### config.mk
export PLATFORM = sky130hd
export DESIGN_NAME = spell_mem_arbiter_flat
export DESIGN_NICKNAME = d
export VERILOG_FILES = /design/src/rtl/spell_mem_arbiter_if.sv /design/src/rtl/spell_mem_arbiter.sv /design/src/flat_wrapper.sv
export SDC_FILE = /design/constraint.sdc
export NUM_CORES = 1
export LEC_CHECK = 0
export CAP_MARGIN = 30
export CORE_MARGIN = 5
export CORE_UTILIZATION = 42
export DETAILED_ROUTE_END_ITERATION = 7
export PLACE_DENSITY = 0.83
export REMOVE_ABC_BUFFERS = 1
export SYNTH_ARGS = -nofsm -noshare
export SYNTH_HDL_FRONTEND = slang
export SYNTH_SLANG_ARGS = --single-unit
### constraint.sdc
create_clock -name clock -period 3.8 [get_ports clock]
set_input_delay 0.38 -clock clock [delete_from_list [all_inputs] [get_ports clock]]
set_output_delay 0.38 -clock clock [all_outputs]
set_load 0.02 [all_outputs]
### src/rtl/spell_mem_arbiter_if.sv
// Bus bundle for spell_mem_arbiter: both requester ports plus the memory side.
// slave  = arbiter view; master = requesters/memory view (testbench or parent).
interface spell_mem_arbiter_if #(
  parameter int ADDR_W = 8,
  parameter int DATA_W = 8
);
  logic              p0_req,   p1_req;
  logic              p0_write, p1_write;
  logic [1:0]        p0_type,  p1_type;
  logic [ADDR_W-1:0] p0_addr,  p1_addr;
  logic [DATA_W-1:0] p0_wdata, p1_wdata;
  logic [DATA_W-1:0] p0_rdata, p1_rdata;
  logic              p0_done,  p1_done;
  logic              p0_err,   p1_err;
  logic              mem_select;
  logic              mem_write;
  logic [1:0]        mem_type;
  logic [ADDR_W-1:0] mem_addr;
  logic [DATA_W-1:0] mem_wdata;
  logic [DATA_W-1:0] mem_rdata;
  logic              mem_ready;
  logic              busy;
  logic              grant;

  modport slave (
    input  p0_req, p1_req, p0_write, p1_write, p0_type, p1_type,
           p0_addr, p1_addr, p0_wdata, p1_wdata, mem_rdata, mem_ready,
    output p0_rdata, p1_rdata, p0_done, p1_done, p0_err, p1_err,
           mem_select, mem_write, mem_type, mem_addr, mem_wdata, busy, grant
  );

  modport master (
    output p0_req, p1_req, p0_write, p1_write, p0_type, p1_type,
           p0_addr, p1_addr, p0_wdata, p1_wdata, mem_rdata, mem_ready,
    input  p0_rdata, p1_rdata, p0_done, p1_done, p0_err, p1_err,
           mem_select, mem_write, mem_type, mem_addr, mem_wdata, busy, grant
  );
endinterface

### src/rtl/spell_mem_arbiter.sv
// spell_mem_arbiter: round-robin share of one SPELL memory between the core
// (port 0) and the host/debug loader (port 1). One access in flight at a time;
// request fields are latched at grant and held on mem_* until mem_ready.
// Optional: define SPELL_MEM_ARB_TIMEOUT_EN to abort an access that sees no
// mem_ready within TIMEOUT_CYCLES cycles (done+err to the owner).
module spell_mem_arbiter #(
  parameter int ADDR_W         = 8,
  parameter int DATA_W         = 8,
  parameter int TIMEOUT_CYCLES = 15
) (
  input  logic                 clock,
  input  logic                 reset_n,
  spell_mem_arbiter_if.slave   bus
);
  // Memory type encodings of the SPELL memory (data store / code store).
  localparam logic [1:0] TYPE_DATA = 2'b00;
  localparam logic [1:0] TYPE_CODE = 2'b01;

  typedef enum logic {S_IDLE = 1'b0, S_ACCESS = 1'b1} state_t;

  // Per-port request fields packed by port index.
  logic [1:0]                   req, wr;
  logic [1:0][1:0]              typ;
  logic [1:0][ADDR_W-1:0]       addr;
  logic [1:0][DATA_W-1:0]       wdata;
  assign req   = {bus.p1_req,   bus.p0_req};
  assign wr    = {bus.p1_write, bus.p0_write};
  assign typ   = {bus.p1_type,  bus.p0_type};
  assign addr  = {bus.p1_addr,  bus.p0_addr};
  assign wdata = {bus.p1_wdata, bus.p0_wdata};

  state_t                 state_q, state_d;
  logic                   last_q, last_d;
  logic                   grant_q, grant_d;
  logic                   sel_q, sel_d;
  logic                   mwr_q, mwr_d;
  logic [1:0]             mtype_q, mtype_d;
  logic [ADDR_W-1:0]      maddr_q, maddr_d;
  logic [DATA_W-1:0]      mwdata_q, mwdata_d;
  logic [1:0]             done_q, done_d;
  logic [1:0]             err_q, err_d;
  logic [1:0][DATA_W-1:0] rdata_q, rdata_d;
  logic                   win;
  logic                   type_ok;

`ifdef SPELL_MEM_ARB_TIMEOUT_EN
  localparam int TO_W = ($clog2(TIMEOUT_CYCLES + 1) > 4) ? $clog2(TIMEOUT_CYCLES + 1) : 4;
  logic [TO_W-1:0] to_cnt_q, to_cnt_d;
`else
  logic unused_timeout;
  assign unused_timeout = ^TIMEOUT_CYCLES;
`endif

  // Winner: lone requester, or on a tie the port not served last.
  always_comb begin
    win     = (req == 2'b11) ? ~last_q : req[1];
    type_ok = (typ[win] == TYPE_DATA) || (typ[win] == TYPE_CODE);
  end

  // Next-state and output register computation.
  always_comb begin
    state_d  = state_q;
    last_d   = last_q;
    grant_d  = grant_q;
    sel_d    = sel_q;
    mwr_d    = mwr_q;
    mtype_d  = mtype_q;
    maddr_d  = maddr_q;
    mwdata_d = mwdata_q;
    done_d   = '0;
    err_d    = '0;
    rdata_d  = rdata_q;
`ifdef SPELL_MEM_ARB_TIMEOUT_EN
    to_cnt_d = to_cnt_q;
`endif
    case (state_q)
      S_IDLE: begin
        sel_d = 1'b0;
        if (|req) begin
          grant_d  = win;
          last_d   = win;
          mwr_d    = wr[win];
          mtype_d  = typ[win];
          maddr_d  = addr[win];
          mwdata_d = wdata[win];
          if (type_ok) begin
            state_d  = S_ACCESS;
            sel_d    = 1'b1;
`ifdef SPELL_MEM_ARB_TIMEOUT_EN
            to_cnt_d = '0;
`endif
          end else begin
            // Bad type never touches memory: reject on the next cycle.
            done_d[win] = 1'b1;
            err_d[win]  = 1'b1;
          end
        end
      end
      S_ACCESS: begin
        if (bus.mem_ready) begin
          sel_d           = 1'b0;
          done_d[grant_q] = 1'b1;
          if (!mwr_q) rdata_d[grant_q] = bus.mem_rdata;
          state_d         = S_IDLE;
        end
`ifdef SPELL_MEM_ARB_TIMEOUT_EN
        else if (to_cnt_q == TO_W'(TIMEOUT_CYCLES - 1)) begin
          sel_d           = 1'b0;
          done_d[grant_q] = 1'b1;
          err_d[grant_q]  = 1'b1;
          state_d         = S_IDLE;
        end else begin
          to_cnt_d = to_cnt_q + 1'b1;
        end
`endif
      end
      default: state_d = S_IDLE;
    endcase
  end

  // State and output registers; async reset drops select so memory re-arms.
  always_ff @(posedge clock or negedge reset_n) begin
    if (!reset_n) begin
      state_q  <= S_IDLE;
      last_q   <= 1'b1;
      grant_q  <= 1'b0;
      sel_q    <= 1'b0;
      mwr_q    <= 1'b0;
      mtype_q  <= '0;
      maddr_q  <= '0;
      mwdata_q <= '0;
      done_q   <= '0;
      err_q    <= '0;
      rdata_q  <= '0;
`ifdef SPELL_MEM_ARB_TIMEOUT_EN
      to_cnt_q <= '0;
`endif
    end else begin
      state_q  <= state_d;
      last_q   <= last_d;
      grant_q  <= grant_d;
      sel_q    <= sel_d;
      mwr_q    <= mwr_d;
      mtype_q  <= mtype_d;
      maddr_q  <= maddr_d;
      mwdata_q <= mwdata_d;
      done_q   <= done_d;
      err_q    <= err_d;
      rdata_q  <= rdata_d;
`ifdef SPELL_MEM_ARB_TIMEOUT_EN
      to_cnt_q <= to_cnt_d;
`endif
    end
  end

  assign bus.mem_select = sel_q;
  assign bus.mem_write  = mwr_q;
  assign bus.mem_type   = mtype_q;
  assign bus.mem_addr   = maddr_q;
  assign bus.mem_wdata  = mwdata_q;
  assign bus.p0_done    = done_q[0];
  assign bus.p1_done    = done_q[1];
  assign bus.p0_err     = err_q[0];
  assign bus.p1_err     = err_q[1];
  assign bus.p0_rdata   = rdata_q[0];
  assign bus.p1_rdata   = rdata_q[1];
  assign bus.busy       = (state_q != S_IDLE);
  assign bus.grant      = grant_q;
endmodule
### src/flat_wrapper.sv
// flat-port wrapper written by rule: the top's interface ports become plain ports
module spell_mem_arbiter_flat 
#(
  parameter int ADDR_W         = 8,
  parameter int DATA_W         = 8,
  parameter int TIMEOUT_CYCLES = 15
)
  (clock, reset_n, bus_p0_req, bus_p1_req, bus_p0_write, bus_p1_write, bus_p0_type, bus_p1_type, bus_p0_addr, bus_p1_addr, bus_p0_wdata, bus_p1_wdata, bus_mem_rdata, bus_mem_ready, bus_p0_rdata, bus_p1_rdata, bus_p0_done, bus_p1_done, bus_p0_err, bus_p1_err, bus_mem_select, bus_mem_write, bus_mem_type, bus_mem_addr, bus_mem_wdata, bus_busy, bus_grant);
  spell_mem_arbiter_if #(.ADDR_W(ADDR_W), .DATA_W(DATA_W)) bus_i ();
  input  logic clock;
  input  logic reset_n;
  input wire logic [$bits(bus_i.p0_req)-1:0] bus_p0_req;
  input wire logic [$bits(bus_i.p1_req)-1:0] bus_p1_req;
  input wire logic [$bits(bus_i.p0_write)-1:0] bus_p0_write;
  input wire logic [$bits(bus_i.p1_write)-1:0] bus_p1_write;
  input wire logic [$bits(bus_i.p0_type)-1:0] bus_p0_type;
  input wire logic [$bits(bus_i.p1_type)-1:0] bus_p1_type;
  input wire logic [$bits(bus_i.p0_addr)-1:0] bus_p0_addr;
  input wire logic [$bits(bus_i.p1_addr)-1:0] bus_p1_addr;
  input wire logic [$bits(bus_i.p0_wdata)-1:0] bus_p0_wdata;
  input wire logic [$bits(bus_i.p1_wdata)-1:0] bus_p1_wdata;
  input wire logic [$bits(bus_i.mem_rdata)-1:0] bus_mem_rdata;
  input wire logic [$bits(bus_i.mem_ready)-1:0] bus_mem_ready;
  output wire logic [$bits(bus_i.p0_rdata)-1:0] bus_p0_rdata;
  output wire logic [$bits(bus_i.p1_rdata)-1:0] bus_p1_rdata;
  output wire logic [$bits(bus_i.p0_done)-1:0] bus_p0_done;
  output wire logic [$bits(bus_i.p1_done)-1:0] bus_p1_done;
  output wire logic [$bits(bus_i.p0_err)-1:0] bus_p0_err;
  output wire logic [$bits(bus_i.p1_err)-1:0] bus_p1_err;
  output wire logic [$bits(bus_i.mem_select)-1:0] bus_mem_select;
  output wire logic [$bits(bus_i.mem_write)-1:0] bus_mem_write;
  output wire logic [$bits(bus_i.mem_type)-1:0] bus_mem_type;
  output wire logic [$bits(bus_i.mem_addr)-1:0] bus_mem_addr;
  output wire logic [$bits(bus_i.mem_wdata)-1:0] bus_mem_wdata;
  output wire logic [$bits(bus_i.busy)-1:0] bus_busy;
  output wire logic [$bits(bus_i.grant)-1:0] bus_grant;
  assign bus_i.p0_req = bus_p0_req;
  assign bus_i.p1_req = bus_p1_req;
  assign bus_i.p0_write = bus_p0_write;
  assign bus_i.p1_write = bus_p1_write;
  assign bus_i.p0_type = bus_p0_type;
  assign bus_i.p1_type = bus_p1_type;
  assign bus_i.p0_addr = bus_p0_addr;
  assign bus_i.p1_addr = bus_p1_addr;
  assign bus_i.p0_wdata = bus_p0_wdata;
  assign bus_i.p1_wdata = bus_p1_wdata;
  assign bus_i.mem_rdata = bus_mem_rdata;
  assign bus_i.mem_ready = bus_mem_ready;
  assign bus_p0_rdata = bus_i.p0_rdata;
  assign bus_p1_rdata = bus_i.p1_rdata;
  assign bus_p0_done = bus_i.p0_done;
  assign bus_p1_done = bus_i.p1_done;
  assign bus_p0_err = bus_i.p0_err;
  assign bus_p1_err = bus_i.p1_err;
  assign bus_mem_select = bus_i.mem_select;
  assign bus_mem_write = bus_i.mem_write;
  assign bus_mem_type = bus_i.mem_type;
  assign bus_mem_addr = bus_i.mem_addr;
  assign bus_mem_wdata = bus_i.mem_wdata;
  assign bus_busy = bus_i.busy;
  assign bus_grant = bus_i.grant;
  spell_mem_arbiter #(.ADDR_W(ADDR_W), .DATA_W(DATA_W), .TIMEOUT_CYCLES(TIMEOUT_CYCLES)) u_core (.clock(clock), .reset_n(reset_n), .bus(bus_i));
endmodule
# Yosys cells after proc, flatten, opt, wreduce, memory -nomap -nowiden
# Index checks and enable logic that the tools add are counted.
[totals]
reg_bits = 43
input_bits = 51
out_inout_bits = 42
word_cells = 56
[op_classes]
magnitude_cmp = 4
eq_ne = 3
mux = 27
n_bitwise = 3
n_reduce_logical = 7
[op_table]
columns = ["operator", "n"]
rows = [
  ["$mux W8", 5],
  ["$bwmux W16", 1],
  ["$mux W2", 6],
  ["$mux W1", 9],
  ["$demux W8 S1", 1],
  ["$lt A1 B2 Y1 const B", 2],
  ["$pmux W1 S2", 2],
  ["$pmux W2 S2", 1],
  ["$not A1 Y1", 3],
  ["$reduce_and A3 Y1", 1],
  ["$demux W1 S1", 2],
  ["$eq A2 B1 Y1 const B", 1],
  ["$eq A2 B2 Y1 const B", 1],
  ["$ge A1 B1 Y1 const B", 2],
  ["$logic_and A1 B1 Y1", 2],
  ["$logic_not A2 Y1", 1],
  ["$ne A2 B2 Y1 const B", 1],
  ["$reduce_and A2 Y1", 1],
  ["$reduce_or A2 Y1", 1],
  ["$logic_or A1 B1 Y1", 1],
]

# Longest topological paths before layout
# Gate-level depths: netlist of the first run.
[logic_depth]
ltp_word = 9
ltp_mapped = 5
ltp_nobuf = 3

# Least setup slack after synthesis of the first run
# No wires, ideal clock.
[synth_timing]
path_type = "register to register"
startpoint = "reg u_core.state_q, in the netlist u_core.bus.busy"
endpoint = "reg u_core.rdata_q, in the netlist u_core.bus.p0_rdata[0]"
setup_time_ns = 0.125
arrival_ns = 1.326
required_time_ns = 3.675
setup_slack_ns = 2.349
stages_incl_launch_ff = 5
path_buffers = 1
period_less_slack_ns = 1.451
path_cell_list = "dfrtp_1 buf_4 nand2_4 nor3_4 mux2_2"
[synth_via]
elab_chain_cells = 1
[synth_lines]
columns = ["element", "line", "rtl"]
rows = [
  ["start: declaration", "spell_mem_arbiter.sv:32", "state_t state_q, state_d;"],
  ["start signal: assignment", "spell_mem_arbiter.sv:139", "state_q <= state_d;"],
  ["$reduce_and A3 Y1 (no line)", "n/a", ""],
  ["end signal: assignment", "spell_mem_arbiter.sv:149", "rdata_q <= rdata_d;"],
  ["end: declaration", "spell_mem_arbiter.sv:42", "logic [1:0][DATA_W-1:0] rdata_q, rdata_d;"],
]
# Every way passes these cells.
# A chain may end at the register's enable or synchronous reset.

# Final worst setup path of the first run
[layout_timing]
startpoint = "reg u_core.state_q, in the netlist u_core.bus.busy"
endpoint = "out bus_busy"
[layout_lines]
columns = ["element", "line", "rtl"]
rows = [
  ["end: declaration", "flat_wrapper.sv:35", "output wire logic [$bits(bus_i.busy)-1:0] bus_busy;"],
]
# No word-level cell between the ends.

==> results.cfg, run 1 <==
[worst_setup_path]
rr_endpoint = u_core.bus.mem_select$_DFFE_PN0P_
worstPathBufferInverterCount = 1
path_cells = clkdlybuf4s50_1
critPathRequiredTime_ns = 3.42
cp_max_fo = 12
slowest_delay_ns = 0.68
cpMaxStageDelayCell = clkdlybuf4s50_1
r2r_cells = 3
setup.worst_path.class = register to output port
r2r_slack_ns = 2.21
timing.rr.start = u_core.bus.busy$_DFF_PN0_
startpoint_type = register
critical_path_arrival_ns = 1.56
path_delay_family = buffers and inverters
end_kind = output port

[logic_synthesis]
syn_area_mm2 = 0.00180
yosysTopAreaCell = dfrtp_1
synth_compound_area_share_pct = 15.7
synth_top_family_by_area = compound AO/OA/AOI/OAI gates
yosysSeqAreaShare_pct = 59.9
avgSynthCellArea_um2 = 11.0
ys_types = 24
synth_mux_area_share_pct = 10.0
netlist.area_leader.share_pct = 58.4
synth-simple-area-share_pct = 11.4
synth-xor-area-share_pct = 0
ys_ff_latch = 43
synthCells = 164
yosys_warnings = 0
synthTopCellsByArea = dfrtp_1 (58%), a21oi_1 (11%), mux2_2 (9.4%), nand2_1 (4.4%), nor2_1 (4.4%)
synth_fa_ha_area_share_pct = 0

[placement]
placed_cell_area_mm2 = 0.00274
io_buffers = 92
pre_cts_slack_ns = 1.57
place_hpwl_um = 3420
gp_congestion = 0.749

[sta]
rsz0062_at_grt = no
clock_skew_ns = 0.00529
fin_crit_ns = 1.94
min_period_over_period_pct = 51.0
max_freq_mhz = 516
slew_violations = 0
max_slew_margin_pct = 40.4
finalWorstSetupSlack_ns = 1.86
finalHoldViolCount = 0
worstMarginPinSlew_ns = 0.893
setup_violations = 0
tns_ns = 0

[clock_tree]
cts.clk_slew.worst_paths_ns = 0.08
cts_buffers = 5
clkSinkCount = 43
clock_path_buffers = 2
cts_setup_buffers = 0
hold_buffers = 0
clock_latency_ns = 0.29
ctsHtreeMaxLevel = 2
cts_tree = done
cts_resized = 0
cts_root_buf = clkbuf_8

[routing]
routed_wl_um = 4670
wl_met3_um = 280
drtIter0Drc = 123
post-route-drc-count = 0
dr.pass1.iters = 4
route.top_layer_used = met4
via_per_inst = 4.96
wl_met1_um = 1850
wl_met2_um = 2480
drtAntennaViolNets = 0
wl_per_cell_um = 15.2
vias = 1527

[grt]
grt_usage_pct = 17.1
grt_antenna_before_repair = 0
gr-total-overflow = 0
grt_pass1_vias = 1563
grt_first_pass_wirelength_um = 7390
grt_max_degree = 44

[power_and_ir_drop]
ir_drop_v = 0.000439
powerDensity_mw_per_mm2 = 730
leakagePower_uw = 0.00122

[die]
die-width_um = 75.5
placementRows = 23
top_level_ports = 93
core-area_mm2 = 0.00409
start_util_pct = 44.0
die_h_um = 75.5
dieArea_mm2 = 0.00569

[min_path]
hold_path_class = input port to async pin

[job]
drv_cap = 0

[cells_and_area]
fill_cells = 328
drive_above_1_share_pct = 12.8
final_cell_area_mm2 = 0.00286
diodes = 0
area_growth_pct = 59.2
nets = 308

[run_status]
outcome = completed
==> report_power, final <==
group	switching [uW]	leakage [uW]	total [uW]	internal (uW)
Clock	155	0.0000474	303	148
Combinational	499	0.000660	1010	512
Sequential	123	0.000509	777	654
==> cell type report <==
class / count / area, um^2 / share of cell area [%]
Clock inverter: 2 / 16.3 / 0.568
Tap cell: 50 / 62.6 / 2.18
Multi-Input combinational cell: 111 / 672 / 23.5
Sequential cell: 43 / 1080 / 37.6
Timing Repair Buffer: 94 / 946 / 33.0
Clock buffer: 6 / 82.6 / 2.88
Inverter: 2 / 7.51 / 0.262
==> state kept, by name, indices dropped and copies added (netlist names) <==
register               count
u_core.done_q              2
u_core.bus.busy            1
u_core.bus.mem_select      1
u_core.bus.mem_wdata       8
u_core.bus.mem_write       1
u_core.bus.grant           1
u_core.bus.p0_rdata        8
u_core.bus.p1_rdata        8
u_core.bus.mem_addr        8
u_core.last_q              1
u_core.bus.mem_type        2
u_core.err_q               2
==> worst max path at each step <==
stage                                         to                 startpoint  slack (ns)  cells after the start
5_1_grt        u_core.bus.mem_select$_DFFE_PN0P_                 bus_p0_req        1.75                      4
3_5_place_dp   u_core.bus.mem_select$_DFFE_PN0P_                 bus_p0_req        1.57                      4
6_report                                bus_busy  u_core.bus.busy$_DFF_PN0_        1.86                      1
3_3_place_gp   u_core.bus.mem_select$_DFFE_PN0P_                 bus_p0_req        1.61                      4
2_1_floorplan  u_core.bus.mem_select$_DFFE_PN0P_                 bus_p1_req        2.09                      3
4_1_cts                                 bus_busy  u_core.bus.busy$_DFF_PN0_        1.84                      1
==> cells in the mapped netlist (all sizes together) <==
cell,number
dfrtp,42
o22ai,1
o21ba,1
buf,7
a22o,1
nand2,22
a31oi,1
mux2,16
dfstp,1
inv,2
a21boi,1
clkbuf,1
a21bo,1
nand3,1
nor2,21
a32o,1
a21oi,39
o21ai,2
o21bai,1
nor3,1
nand4b,1
==> metal layers <==
layer	vias up	GRT usage, %
met4	0	4.66
met5	-	0
li1	747	-
met2	45	29.8
met1	730	20.8
met3	5	4.88
==> stage by stage <==
stage	hold slack, ns	cells	power, uW	util, %
finish	0.443	308	2090	70.1
detailed placement	0.492	298	1810	66.9
global route	0.452	308	2220	70.1
floorplan	0.0844	156	1270	-
CTS	0.258	306	2110	69.4
global placement	0.472	298	1790	66.9
==> worst register-to-register path, stage by stage, from the launching register on <==
cell      delay, ns
dfrtp_1        0.58
o21bai_2       0.46
a21oi_1        0.17
a32o_1         0.27
==> layout by cell type, fill, tap and decap left out, types with 2 or more instances in the layout <==
master	netlist	layout
clkdlybuf4s50_1	0	91
dfrtp_1	42	42
inv_1	2	2
nand2_1	21	21
a21oi_1	39	39
nor2_1	21	21
clkbuf_8	0	6
o21ai_0	2	2
mux2_2	15	15
==> cells by family after synthesis <==
logic type	count (synthesis)
buf+inv	10
compound gates	49
simple gates	46
flops	43
mux	16
No activity file was read; power rests on OpenSTA's default activity.
==> run 2: changes to the inputs <==
- CORE_UTILIZATION: 42 -> 35
- PLACE_DENSITY: 0.83 -> 0.74
- clock period: 3.8 -> 1.55 ns (I/O delays scaled with it)
==> results.cfg, run 2 (synthesized netlist as in run 1, its figures left out) <==
[sta]
fin_crit_ns = 1.45
max_freq_mhz = 690
setup_violations = 0
finalHoldViolCount = 0
rsz0062_at_grt = no
min_period_over_period_pct = 93.5
max_slew_margin_pct = 66.3
slew_violations = 0
clock_skew_ns = 0.00668
worstMarginPinSlew_ns = 0.506

[routing]
drtIter0Drc = 57
vias = 1563
drtAntennaViolNets = 0
dr.pass1.iters = 4
via_per_inst = 4.67
wl_per_cell_um = 14.8
routed_wl_um = 4950
post-route-drc-count = 0

[worst_setup_path]
end_kind = output port
worstPathBufferInverterCount = 1
critPathRequiredTime_ns = 1.39
path_delay_family = buffers and inverters
cpMaxStageDelayCell = clkdlybuf4s50_1
path_cells = clkdlybuf4s50_1
startpoint_type = register
setup.worst_path.class = register to output port
critical_path_arrival_ns = 1.29
slowest_delay_ns = 0.64
cp_max_fo = 2

[placement]
gp_congestion = 0.841
placed_cell_area_mm2 = 0.00287
place_inst = 326
io_buffers = 92
place_hpwl_um = 3670

[cells_and_area]
diodes = 0
final_common_cell = clkdlybuf4s50_1
final_cell_mix = clkdlybuf4s50_1 (88), dfrtp_1 (41), a21oi_1 (39)
nets = 315
utilization_pct = 58.7
area_growth_pct = 64.5
final_cell_area_mm2 = 0.00296
fin_cells = 335
drive_above_1_share_pct = 14.7

[clock_tree]
ctsHtreeMaxLevel = 2
cts_buffers = 5
clock_path_buffers = 2
clock_latency_ns = 0.29
clkSinkCount = 43
cts.clk_slew.worst_paths_ns = 0.08
cts_root_buf = clkbuf_8
cts_setup_buffers = 0
cts_tree = done

[die]
core-area_mm2 = 0.00504
dieArea_mm2 = 0.00667
placementRows = 26
top_level_ports = 93
start_util_pct = 35.7
die-width_um = 81.7
die_h_um = 81.7

[grt]
grt_pass1_vias = 1626
grt_usage_pct = 15.4
gr-total-overflow = 0
grt_antenna_before_repair = 0
grt_first_pass_wirelength_um = 7830
grt_max_degree = 24

[power_and_ir_drop]
ir_drop_v = 0.000734
powerDensity_mw_per_mm2 = 1740
leakagePower_uw = 0.00126

[run_status]
outcome = completed

[min_path]
hold_path_class = input port to async pin

[job]
drv_cap = 0
[run 2: cell type report]
class | count | area [um^2]
clock buffers | 6 | 72.6
clock inverters | 2 | 12.5
fillers | 447 | 2080
inverters | 2 | 7.51
multi-input cells | 111 | 668
flip-flops and latches | 43 | 1080
well taps | 70 | 87.6
repair buffers | 101 | 1030
[run 2: metal layers]
metal	vias to the layer above	wire length, um	track usage [%]
met2	51	2540	26.6
met5	-	0	0
met1	742	2010	18.7
li1	757	-	-
met3	13	263	2.96
met4	0	136	6.81
[run 2: power breakdown]
part	switching, uW	internal, uW	total, uW
registers	305	1600	1910
clock network	375	315	691
logic	1250	1300	2550
total	1930	3220	5150
[run 2: metrics by stage]
stage | TNS [ns] | worst slack (ns) | total power (uW) | hold WS [ns]
2_1_floorplan | -0.216 | -0.117 | 3120 | -0.141
3_3_place_gp | 0 | 0.0292 | 4470 | 0.152
3_5_place_dp | -0.0102 | -0.00769 | 4530 | 0.152
4_1_cts | 0 | 0.0955 | 5220 | 0.373
5_1_grt | 0 | 0.0664 | 5460 | 0.400
6_report | 0 | 0.101 | 5150 | 0.364
[run 2: final timing paths]
path | start | endpoint | slack [ns] | cells after the start
max | u_core.bus.mem_addr[4]$_DFFE_PN0P_ | bus_mem_addr[4] | 0.10 | 1
max in group asynchronous | reset_n | u_core.last_q$_DFFE_PN1P_ | 0.61 | 3
max reg2reg | u_core.bus.busy$_DFF_PN0_ | u_core.bus.mem_addr[4]$_DFFE_PN0P_ | 0.21 | 3
min reg2reg | u_core.bus.p0_rdata[5]$_DFFE_PN0P_ | u_core.bus.p0_rdata[5]$_DFFE_PN0P_ | 0.50 | 1
min | reset_n | u_core.bus.mem_addr[6]$_DFFE_PN0P_ | 0.36 | 2
min in group clock | bus_p0_addr[3] | u_core.bus.mem_addr[3]$_DFFE_PN0P_ | 0.40 | 3
[run 2: timing repair]
item,in CTS,in global routing
hold buffers,1,0
hold endpoints to repair,20,0
gates resized for setup,4,0
endpoints found under the setup margin,3,0
